===== src/rtl/bcd_pkg.sv =====
// bcd_pkg: shared types and constants for the BCD complementer family
package bcd_pkg;
  typedef enum logic [1:0] {IDLE, RUN, DONE} state_t;
  localparam logic [3:0] BCD_MAX = 4'd9;
  localparam logic [3:0] BCD_INVALID = 4'hF;
  localparam logic MODE_9C = 1'b0;
  localparam logic MODE_10C = 1'b1;
endpackage


===== src/rtl/bcd_comp_serial_if.sv =====
// bcd_comp_serial_if: start/busy/done handshake and data bus of the serial complementer
interface bcd_comp_serial_if #(parameter int DIGITS = 4);
  logic start;
  logic mode;
  logic [4*DIGITS-1:0] bcd_in;
  logic busy;
  logic done;
  logic [4*DIGITS-1:0] comp_out;
  logic cout;
  logic err;
  modport master (output start, mode, bcd_in, input busy, done, comp_out, cout, err);
  modport slave (input start, mode, bcd_in, output busy, done, comp_out, cout, err);
endinterface


===== src/rtl/bcd_digit_comp.sv =====
// bcd_digit_comp: single-digit 9's complement plus carry-in, flags digits above 9
module bcd_digit_comp
  import bcd_pkg::*;
(
  input  logic [3:0] d,
  input  logic       cin,
  output logic [3:0] q,
  output logic       cout,
  output logic       inv
);
  logic [4:0] s;
  always_comb begin
    inv = d > BCD_MAX;
    s = {1'b0, BCD_MAX - d} + {4'd0, cin};
    cout = !inv && s == 5'd10;
    q = inv ? BCD_INVALID : cout ? 4'd0 : s[3:0];
  end
endmodule


===== src/rtl/bcd_comp_serial.sv =====
// bcd_comp_serial: digit-serial 9's/10's complement of a packed BCD word, LSD first
module bcd_comp_serial
  import bcd_pkg::*;
#(
  parameter int DIGITS = 4
) (
  input logic clk,
  input logic rst,
  bcd_comp_serial_if.slave bus
);
  localparam int IW = DIGITS > 1 ? $clog2(DIGITS) : 1;
  localparam logic [IW-1:0] LAST = IW'(DIGITS - 1);
  state_t state, next;
  logic [4*DIGITS-1:0] op, comp;
  logic [IW-1:0] idx;
  logic carry, cout_r, err_r;
  logic [3:0] d, q;
  logic dc, inv;
  assign d = op[4*idx +: 4];
  bcd_digit_comp u_dig (.d(d), .cin(carry), .q(q), .cout(dc), .inv(inv));
  always_ff @(posedge clk)
    state <= rst ? IDLE : next;
  always_comb
    next = state == IDLE ? (bus.start ? RUN : IDLE) :
           state == RUN  ? (idx == LAST ? DONE : RUN) : IDLE;
  always_comb begin
    bus.busy = state == RUN;
    bus.done = state == DONE;
    bus.comp_out = comp;
    bus.cout = cout_r;
    bus.err = err_r;
  end
  // the 10's complement is the 9's complement with the mode bit as initial carry-in
  always_ff @(posedge clk) begin
    if (rst) begin
      op <= '0;
      comp <= '0;
      idx <= '0;
      carry <= 1'b0;
      cout_r <= 1'b0;
      err_r <= 1'b0;
    end else if (state == IDLE && bus.start) begin
      op <= bus.bcd_in;
      comp <= '0;
      idx <= '0;
      carry <= bus.mode == MODE_10C;
      cout_r <= 1'b0;
      err_r <= 1'b0;
    end else if (state == RUN) begin
      comp[4*idx +: 4] <= q;
      carry <= dc;
      err_r <= err_r | inv;
      if (idx == LAST) cout_r <= dc;
      else idx <= idx + 1'b1;
    end
  end
endmodule


===== src/flat_wrapper.sv =====
// flat-port wrapper written by rule: the top's interface ports become plain ports
module bcd_comp_serial_flat import bcd_pkg::*;
#(
  parameter int DIGITS = 4
)
  (clk, rst, bus_start, bus_mode, bus_bcd_in, bus_busy, bus_done, bus_comp_out, bus_cout, bus_err);
  bcd_comp_serial_if #(.DIGITS(DIGITS)) bus_i ();
  input logic clk;
  input logic rst;
  input wire logic [$bits(bus_i.start)-1:0] bus_start;
  input wire logic [$bits(bus_i.mode)-1:0] bus_mode;
  input wire logic [$bits(bus_i.bcd_in)-1:0] bus_bcd_in;
  output wire logic [$bits(bus_i.busy)-1:0] bus_busy;
  output wire logic [$bits(bus_i.done)-1:0] bus_done;
  output wire logic [$bits(bus_i.comp_out)-1:0] bus_comp_out;
  output wire logic [$bits(bus_i.cout)-1:0] bus_cout;
  output wire logic [$bits(bus_i.err)-1:0] bus_err;
  assign bus_i.start = bus_start;
  assign bus_i.mode = bus_mode;
  assign bus_i.bcd_in = bus_bcd_in;
  assign bus_busy = bus_i.busy;
  assign bus_done = bus_i.done;
  assign bus_comp_out = bus_i.comp_out;
  assign bus_cout = bus_i.cout;
  assign bus_err = bus_i.err;
  bcd_comp_serial #(.DIGITS(DIGITS)) u_core (.clk(clk), .rst(rst), .bus(bus_i));
endmodule

===== config.mk =====
export PLATFORM = sky130hd
export DESIGN_NAME = bcd_comp_serial_flat
export DESIGN_NICKNAME = d
export VERILOG_FILES = /design/src/rtl/bcd_pkg.sv /design/src/rtl/bcd_comp_serial_if.sv /design/src/rtl/bcd_digit_comp.sv /design/src/rtl/bcd_comp_serial.sv /design/src/flat_wrapper.sv
export SDC_FILE = /design/constraint.sdc
export NUM_CORES = 1
export LEC_CHECK = 0
export ABC_AREA = 1
export BUFFER_PORTS_ARGS = -buffer_cell sky130_fd_sc_hd__buf_2
export CORE_MARGIN = 4
export CORE_UTILIZATION = 50
export CTS_CLUSTER_SIZE = 24
export DETAILED_ROUTE_END_ITERATION = 16
export GPL_TIMING_DRIVEN = 0
export PLACE_DENSITY_LB_ADDON = 0.1
export RECOVER_POWER = 100
export SLEW_MARGIN = 20
export SYNTH_ARGS = -nofsm -noshare
export SYNTH_HDL_FRONTEND = slang
export SYNTH_SLANG_ARGS = --single-unit

===== constraint.sdc =====
create_clock -name clk -period 6.37 [get_ports clk]
set_input_delay 0.637 -clock clk [delete_from_list [all_inputs] [get_ports clk]]
set_output_delay 0.637 -clock clk [all_outputs]
set_load 0.02 [all_outputs]

-- Yosys cells after proc, flatten, opt, wreduce, memory -nomap -nowiden
Index checks and enable logic that the tools add are counted.
- $add $sub $neg: 4
- order comparisons: 1
- equal/unequal tests: 4
- shift operators: 3
- mux-type cells: 9
- bitwise operators: 2
- reductions and logical operators: 8
- operators by type and width (cell ; count):
    4-bit negator with 34-bit output ; 1
    4-bit by 34-bit variable shift with 16-bit output, first input constant ; 1
    4-bit by 34-bit indexed part select with 16-bit output ; 1
    16-bit bitwise mux ; 1
    16-bit by 5-bit indexed part select with 4-bit output ; 1
    4-bit 2-to-1 mux ; 2
    2-bit 2-to-1 mux ; 3
    4-bit by 1-bit adder with 5-bit output ; 1
    5-bit by 4-bit == test with 1-bit output, second input constant ; 1
    2-bit == test, second input constant ; 2
    4-bit greater-than comparator, second input constant ; 1
    2-bit AND reduction ; 2
    4-bit subtractor, first input constant ; 1
    1-bit 2-to-1 mux ; 3
    2-bit by 1-bit adder with 2-bit output, second input constant ; 1
    2-bit by 1-bit == test with 1-bit output, second input constant ; 1
    1-bit logical AND ; 2
    2-bit logical NOT ; 1
    2-bit nonzero test ; 1
    2-bit OR reduction ; 1
    1-bit logical NOT ; 1
    1-bit inverter ; 1
    1-bit OR ; 1
- register bits: 39
- input port bits: 20
- output and inout bits: 20

-- Logic depth before layout (Yosys ltp)
- word-level depth: 9
- depth in mapped cells: 15
- depth with buffers taken out: 15

-- Modules after synthesis
Synthesis repeated with hierarchy kept, for this count alone.
- cells, all modules: 269
- area, all modules: 1850.5 um^2
- by module, submodules not included (module ; instances ; cells an instance ; area an instance (um^2) ; sequential area each (um^2)):
    bcd_comp_serial ; 1 ; 233 ; 1657.8 ; 780.7
    bcd_digit_comp ; 1 ; 36 ; 192.7 ; 0.0

-- Worst setup path before layout
No wires, ideal clock.
- path kind: register to register
- start: register u_core.idx[1]
- end: register u_core.comp[13], in the netlist u_core.bus.comp_out[13]
- setup time: 0.135 ns
- arrival time: 2.120 ns
- required time: 6.235 ns
- path slack: 4.115 ns
- cell stages (with the launch flop): 13
- path buffers: 0
- cell sequence: dfxtp_1 > bufinv_8 > a32o_1 > ha_1 > ha_1 > xnor2_1 > nand3_1 > a21oi_4 > nand3_2 > nand2_2 > nand2_2 > nand4_1 > a21oi_1
- longest elaborated chain between the ends: 9
- elaborated cells on any way between the ends: 13
- ends and longest elaborated chain (element ; line ; RTL):
    from (decl) ; bcd_comp_serial.sv:15 ; logic [IW-1:0] idx;
    from (signal assigned) ; bcd_comp_serial.sv:54 ; else idx <= idx + 1'b1;
    16-bit by 5-bit indexed part select with 4-bit output ; bcd_comp_serial.sv:19 ; assign d = op[4*idx +: 4];
    4-bit subtractor ; bcd_digit_comp.sv:14 ; s = {1'b0, BCD_MAX - d} + {4'd0, cin};
    4-bit by 1-bit adder with 5-bit output ; bcd_digit_comp.sv:14 ;
    5-bit by 4-bit == test with 1-bit output ; bcd_digit_comp.sv:15 ; cout = !inv && s == 5'd10;
    1-bit logical AND ; bcd_digit_comp.sv:15 ;
    4-bit 2-to-1 mux (2 in a row) ; bcd_digit_comp.sv:16 ; q = inv ? BCD_INVALID : cout ? 4'd0 : s[3:0];
    4-bit by 34-bit indexed part select with 16-bit output ; bcd_comp_serial.sv:50 ; comp[4*idx +: 4] <= q;
    16-bit bitwise mux (*) ; bcd_comp_serial.sv:50 ;
    to (signal, indexed assignment) ; bcd_comp_serial.sv:50 ;
    to (decl) ; bcd_comp_serial.sv:14 ; logic [4*DIGITS-1:0] op, comp;
Mark *: on every way between the ends. The rest lies on a longest branch, timed or not.
A chain may end at the register's enable or synchronous reset.

-- Final worst setup path
- start: register u_core.idx[0]
- end: register u_core.comp[13], in the netlist u_core.bus.comp_out[13]
The elaborated chain is that of the path after synthesis.

==> results.ini <==
[run_status]
run_status = finished clean

[global_route]
grt-ovfl-total = 0
antenna_found_initial = 0
grt_pass1_vias = 1525
grt_max_degree = 12
grt_pass1_wl_um = 6810
track_usage_pct = 17.0

[yosys]
synth_edf_count = 0
synth_most_common_cell = nand2_1
synth_area_um2 = 1940
ys_warn_count = 0
yosysUniqueCellTypes = 30
synth_top_area_share_pct = 40.3
synth_async_sr_flop_share_pct = 0
synth_flop_cell = dfxtp_1
syn-num-nets = 280
synthTopCellsByArea = dfxtp_1, nand2_1, nor2_1, ha_1, a21oi_1
yosys.area.top_type = dfxtp_1
syn_avg_cell_area_um2 = 7.72
syn_inst = 251
synth_commonest_cells = nand2_1, dfxtp_1, nor2_1
seq_area_frac_synth_pct = 40.3
ys_seq_elements = 39

[timing]
setup_viol = 0
slew_violations = 0
holdWs_ps = 464
maxSlewHeadroom_pct = 63.8
worst_slew_pin_slew_ps = 542
fin_crit_ps = 2920
max_freq_mhz = 342
hold_violations = 0
tns_ps = 0
period_share_pct = 45.9
rsz0062_at_grt = false
clock_skew_ps = 2.77

[floorplan]
rows = 22
dieArea_um2 = 4930
initial_core_util_pct = 52.1
die-width_um = 70.2
fp.dieH_um = 70.2
fp.coreArea_um2 = 3720
ios = 40

[cells_and_area]
num_antenna_cells = 0
layout.nets = 326
final_layout_size_suffix_gt1_share_pct = 16.9
final_util_pct = 59.3
syn2layout_area_growth_pct = 13.7

[detailed_routing]
vias = 1719
wirelength_um = 4080
wire_per_inst_um = 11.9
drt-initial-drc-count = 82
via_per_inst = 5.00
ant_nets = 0
route.detailed.drc = 0
drt_pre_antenna_iters = 4

[clock_tree]
cts_root_buf = clkbuf_8
postCtsSetupBuffers = 0
ctsHtreeMaxLevel = 2
cts_tree = yes
clock_path_buffers = 2
clkTransAtPathRegs_ps = 70
clock_sinks = 39
cts_resized = 0
clock_latency_ps = 280
cts-buffers-inserted = 5
ctsHoldBuffers = 0

[critical_path]
critPathLaunch = u_core.idx[0]$_SDFFE_PP0P_
ff2ff_path_depth = 14
end_kind = flop
cp_common_cell = nand2_1
start_kind = flop
worstPathRequired_ps = 6520
endpoint = u_core.bus.comp_out[13]$_SDFFE_PP0P_
cpPeakStageDelay_ps = 450
r2r_setup_slack_ps = 3450
cp_slowest_cell = clkbuf_1
cp.arrival_ps = 3070
crit_path_max_fanout = 11
reg2reg_from = u_core.idx[0]$_SDFFE_PP0P_
crit_chain = inv_1 > clkbuf_1 > nand2_1 > a32o_1 > ha_1 > ha_1 > xnor2_1 > nand3_1 > a21oi_1 > nand3_2 > nand2_1 > nand2_1 > nand4_1 > a21oi_1
path_class = reg2reg
r2r-end = u_core.bus.comp_out[13]$_SDFFE_PP0P_

[hold_path]
hp-class = reg2reg
min-delay-start = u_core.bus.comp_out[1]$_SDFFE_PP0P_

[placed_design]
portBuffers = 39
gp_congestion = 0.935
hpwlAfterDp_um = 3110

[run]
cap_viol_max_count = 0

[power]
powerDensity_nw_per_um2 = 237
p_leak_nw = 0.929
peakVddDrop_mv = 0.153
power_uw = 523

layer usage:
metal  share of wire, %  GRT usage [%]  vias to the layer above
met2                 44           24.7                       32
met5                  0              0                        -
met4                1.2           5.74                        0
met1                 50           24.5                      768
li1                   -              -                      914
met3                5.0           4.03                        5
sequential cells by signal, indices dropped and copies added (netlist names):
name and count:
u_core.bus.comp_out 16, u_core.bus.cout 1, u_core.bus.err 1, u_core.carry 1, u_core.idx 2, u_core.op 16
u_core.state 2
power breakdown:
group          total (mW)  internal (mW)  leakage, nW  switching [mW]
Sequential          0.263          0.256        0.319         0.00755
Combinational       0.112         0.0392        0.573          0.0723
Clock               0.148         0.0728       0.0371          0.0750
Total               0.523          0.368        0.929           0.155
critical path, delay by kind of cell (launching register included):
family | cells | cell delay (ps)
flip-flops | 1 | 390
AO/OA/AOI/OAI | 3 | 540
buffers and inverters | 2 | 610
adder cells (fa/ha/maj) | 2 | 410
XOR/XNOR | 1 | 240
AND/OR/NAND/NOR | 6 | 600
layout by cell type (no fill, tap or decap), types with 2 or more instances in the layout:
cell type	n
a21oi_1	23
a21oi_2	2
buf_2	19
clkbuf_1	27
clkbuf_8	5
clkinv_1	3
dfxtp_1	39
ha_1	9
inv_1	12
nand2_1	54
nand2_2	6
nand2_4	3
nand3_1	10
nand3_2	9
nand4_1	3
nor2_1	41
nor3_1	3
o21ai_0	18
through the flow:
| stage | setup WS (ps) | instance area (µm²) | cells |
|---|---|---|---|
| finish | 3450 | 2200 | 344 |
| global route | 3120 | 2200 | 344 |
| CTS | 3820 | 2260 | 344 |
| detailed placement | 3830 | 2190 | 338 |
| global placement | 3880 | 2190 | 338 |
| floorplan | 4110 | 1940 | 251 |
worst min-delay path by stage:
stage	to	slack [ps]	depth (start not counted)
after floorplan	u_core.carry$_SDFFE_PP0P_	460	2
after global placement	u_core.bus.err$_SDFFE_PP0P_	450	1
after global routing	u_core.bus.comp_out[0]$_SDFFE_PP0P_	480	2
final	u_core.bus.comp_out[1]$_SDFFE_PP0P_	460	2
after CTS	u_core.bus.comp_out[1]$_SDFFE_PP0P_	470	2
after detailed placement	u_core.bus.err$_SDFFE_PP0P_	450	1
kinds of logic (layout without fill, tap and decap cells):
group / after synthesis / count (layout) / share of synthesized area (%)
DFF: 39 / 39 / 40.3
buffers and inverters: 24 / 69 / 6.27
adders and majority gates: 9 / 9 / 5.81
AOI/OAI and AO/OA: 46 / 46 / 13.4
and+or+nand+nor: 132 / 132 / 33.8
xor gates and xnor gates: 1 / 1 / 0.452
final cells by class:
cell class                 instances  area (µm²)
multi-input combinational        188        1010
tap                               48        60.1
buffer                             7        33.8
timing repair buffer              39         170
sequential                        39         781
clock buffer                       6        72.6
inverter                          17        78.8
fill                             395        1510
Power figures use the tool's default switching activity.
